File: src/rtl/serial_adder.sv
// serial_adder: bit-serial adder producing {C,S} = A + B + CIN, one bit per clock, LSB first
module serial_adder #(
    parameter int WIDTH = 8
) (
    input  logic             clk,
    input  logic             rst,
    input  logic             START,
    input  logic [WIDTH-1:0] A,
    input  logic [WIDTH-1:0] B,
    input  logic             CIN,
    output logic             BUSY,
    output logic             DONE,
    output logic [WIDTH-1:0] S,
    output logic             C
);
    localparam int CW = $clog2(WIDTH);
    typedef enum logic [1:0] {IDLE, RUN, FIN} state_t;
    state_t           state;
    logic [WIDTH-1:0] a_sr, b_sr, sum_sr, sum_next;
    logic [CW-1:0]    cnt;
    logic             carry, hs, hc, sum_bit, cc, cout;
    assign hs       = a_sr[0] ^ b_sr[0];
    assign hc       = a_sr[0] & b_sr[0];
    assign sum_bit  = hs ^ carry;
    assign cc       = hs & carry;
    assign cout     = hc | cc;
    assign sum_next = {sum_bit, sum_sr[WIDTH-1:1]};
    // control FSM and datapath; FIN accepts START just like IDLE for back-to-back adds
    always_ff @(posedge clk or posedge rst) begin
        if (rst) begin
            state  <= IDLE;
            BUSY   <= 1'b0;
            DONE   <= 1'b0;
            S      <= '0;
            C      <= 1'b0;
            a_sr   <= '0;
            b_sr   <= '0;
            sum_sr <= '0;
            cnt    <= '0;
            carry  <= 1'b0;
        end else begin
            case (state)
                RUN: begin
                    sum_sr <= sum_next;
                    carry  <= cout;
                    a_sr   <= a_sr >> 1;
                    b_sr   <= b_sr >> 1;
                    cnt    <= cnt + 1'b1;
                    if (cnt == CW'(WIDTH - 1)) begin
                        S     <= sum_next;
                        C     <= cout;
                        state <= FIN;
                        BUSY  <= 1'b0;
                        DONE  <= 1'b1;
                    end
                end
                default: begin
                    DONE <= 1'b0;
                    if (START) begin
                        a_sr   <= A;
                        b_sr   <= B;
                        sum_sr <= '0;
                        carry  <= CIN;
                        cnt    <= '0;
                        state  <= RUN;
                        BUSY   <= 1'b1;
                    end else begin
                        state <= IDLE;
                        BUSY  <= 1'b0;
                    end
                end
            endcase
        end
    end
endmodule

File: config.mk
export PLATFORM = sky130hd
export DESIGN_NAME = serial_adder
export DESIGN_NICKNAME = d
export VERILOG_FILES = /design/src/rtl/serial_adder.sv
export SDC_FILE = /design/constraint.sdc
export NUM_CORES = 1
export LEC_CHECK = 0
export CORE_MARGIN = 2
export CORE_UTILIZATION = 39
export CTS_CLUSTER_SIZE = 40
export DETAILED_ROUTE_END_ITERATION = 7
export DONT_BUFFER_PORTS = 1
export HOLD_SLACK_MARGIN = 0.1
export PLACE_DENSITY = 0.61
export SLEW_MARGIN = 20
export SYNTH_ARGS = -nofsm -noshare
export SYNTH_HDL_FRONTEND = slang
export SYNTH_SLANG_ARGS = --single-unit
export TNS_END_PERCENT = 1
File: constraint.sdc
create_clock -name clk -period 4.05 [get_ports clk]
set_input_delay 1.0125 -clock clk [delete_from_list [all_inputs] [get_ports clk]]
set_output_delay 1.0125 -clock clk [all_outputs]
set_load 0.1 [all_outputs]
==> flow_summary_export.csv <==
group,metric,value,unit
setup_path,path_max_fanout,4,
power_and_ir_drop,p_per_area,871.7,nW/µm²
global_route,grt_overflow,0,
routing,viasPerCell,5.052,
setup_path,cp_num_cells,0,
sta,fin_worst_skew,3.836,ps
yosys,yosys-top-cells-area,"dfrtp_1 (53%), mux2_2 (21%), mux2_4 (12%)",
sta,fmax,442.9,MHz
yosys,yosysTopAreaCell,"dfrtp_1",
hold_path,hold_path_class,"flop to flop",
setup_path,crit_type,"flop to output pin",
yosys,synth.distinct_cells,16,
placement,port_buffers,0,
finish,antenna_cells,0,
sta,tns,0,ps
placement,dp_hpwl,1908,µm
finish,nNetsFinal,142,
routing,via_count,869,
floorplan,start_util,40.81,%
global_route,grt_max_degree,39,
setup_path,r2r_start,"state[0]$_DFFE_PP0P_",
cts,h-tree-depth,2,
floorplan,row_count,24,
cts,holdBufCountCts,0,
hold_path,worstHoldStart,"cnt[0]$_DFFE_PP0P_",
sta,relSlewSlack,37.60,%
run_status,status,"finished, final reports clean",
global_route,grt_pass1_vias,895,
cts,cts.clk_slew.worst_paths,70,ps
cts,numCtsBuffers,5,
power_and_ir_drop,power,0.001652,W
global_route,grt_antenna_before_repair,0,
sta,finalCritPeriodShare,55.75,%
routing,detail_route.first_pass.iterations,2,
global_route,grt_pass1_wl,4892,µm
finish,final_area,1896,µm²
power_and_ir_drop,peakVddDrop,351.7,µV
setup_path,r2r_slack,1910,ps
yosys,syn_avg_cell_area,15.29,µm²
routing,ant_nets,0,
setup_path,reg2reg_to,"S[0]$_DFFE_PP0P_",
setup_path,cp.arrival,1250,ps
setup_path,rr_worst_depth,2,
setup_path,cp_data_required_time,3040,ps
routing,drcViolationCount,0,
finish,layout-drive-gt1-share,47.50,%
cts,clock_path_buffers,2,
setup_path,worstSetupEndpoint,"BUSY",
floorplan,dieArea,5145,µm²
cts,cts-root-buf,"clkbuf_8",
setup_path,cp-start-kind,"flop",
sta,report.final.setup_viol,0,
routing,wl,2883,µm
sta,worstMarginPinSlew,936.0,ps
floorplan,die_h,71.73,µm
sta,final-hold-violation-count,0,
yosys,netlist_area,1789,µm²
placement,placed_area,1804,µm²
placement,gp_congestion,0.6918,
routing,drt_iter0_markers,37,
cts,insertion_delay,280,ps
floorplan,ios,31,
hold_path,hold_depth,1,
power_and_ir_drop,leakage,0.8998,nW
cts,cts_tree,"done",
floorplan,core,4384,µm²
run,max_cap_violations,0,
cts,ctsResizeCount,0,
cts,clock_sinks,38,
sta,slew_viol_final,0,
sta,layout_min_cycle_time,2258,ps
yosys,ys_seq_area_share,53.15,%
setup_path,worstSetupStartpoint,"state[0]$_DFFE_PP0P_",
global_route,grt.total_usage,12.77,%
yosys,netlist_instances,117,
floorplan,die_w,71.73,µm
yosys,syn_nets,140,
yosys,synth_top_area_share,53.15,%
routing,avgRoutedWirePerCell,16.76,µm
finish,synthToLayoutAreaGrowth,5.944,%
yosys,synth_seq_cells,38,
cts,cts_setup_buffers,0,
sta,rsz0062_at_grt,"false",
yosys,yosys_warnings,0,
setup_path,end_kind,"output pin",
-- synth_stat cells, drive strengths merged --
cell    number
mux2        48
dfrtp       38
nor2b       10
buf          7
mux2i        3
ha           2
inv          2
nand2b       2
nor2         2
fa           1
nand3b       1
o21a         1
-- through the flow --
step / std cells / worst slack, ps / util (%) / hold WS [ps]
6_report: 172 / 1792 / 43.24 / 487.8
5_1_grt: 172 / 1752 / 43.24 / 527.3
4_1_cts: 172 / 1781 / 43.24 / 490.6
3_5_place_dp: 164 / 1893 / 41.15 / 475.9
3_3_place_gp: 164 / 1979 / 41.15 / 471.2
2_1_floorplan: 117 / 2100 / - / 452.8
-- power breakdown --
group          total [W]  switching [W]  leakage (nW)  internal (W)
Clock           0.000267       0.000130        0.0482      0.000137
Combinational   0.000445       0.000156         0.365      0.000288
Sequential      0.000941       0.000416         0.486      0.000525
Total            0.00165       0.000701         0.900      0.000951
-- placed cells by master (no fill, tap or decap), drive strengths merged --
cell type and n:
ha 2, nand2b 2, buf 2, clkinv 1, mux2 48, inv 2, dfrtp 38, nor2 2
nor2b 10, fa 1, nand3b 1, clkbuf 7, o21a 1, mux2i 3
-- final cells by class --
| cell class | count | area [µm²] |
|---|---|---|
| clock buffers | 7 | 86.33 |
| clock inverters | 1 | 5.005 |
| fillers | 392 | 2489 |
| inverters | 2 | 7.507 |
| multi-input cells | 70 | 765.7 |
| flip-flops and latches | 38 | 950.9 |
| well taps | 52 | 65.06 |
| repair buffers | 2 | 15.01 |
-- sequential cells by signal (all words and copies together) (netlist names) --
name / flops
carry: 1
a_sr: 8
C: 1
cnt: 3
b_sr: 8
sum_sr: 7
state: 2
S: 8
-- worst register-to-register path, cell delays in order, from the launching register on --
cell and delay, ps:
dfrtp_1 960, nand3b_1 610, mux2_2 450
-- routing by layer --
metal	track usage, %	share of wire (%)	vias up
met4	5.031	1.7	0
met1	16.45	44	438
met5	0	0	-
li1	-	-	404
met3	6.610	8.5	6
met2	18.21	46	21
-- logic make-up (layout without fill, tap and decap cells) --
kind of cell,Yosys count,count (layout),synth area share [%]
AO/OA/AOI/OAI,1,1,0.4197
adder cells (fa/ha/maj),3,3,2.517
buffers and inverters,9,12,4.056
flip-flops,38,38,53.15
multiplexers,51,51,34.83
AND/OR/NAND/NOR,15,15,5.035
-- worst min path at each step --
stage	to	slack, ps
final	cnt[0]$_DFFE_PP0P_	490
after detailed placement	cnt[0]$_DFFE_PP0P_	480
after global routing	a_sr[3]$_DFFE_PP0P_	530
after CTS	cnt[0]$_DFFE_PP0P_	490
after global placement	cnt[0]$_DFFE_PP0P_	470
after floorplan	cnt[0]$_DFFE_PP0P_	450
No activity file was read; power rests on OpenSTA's default activity.
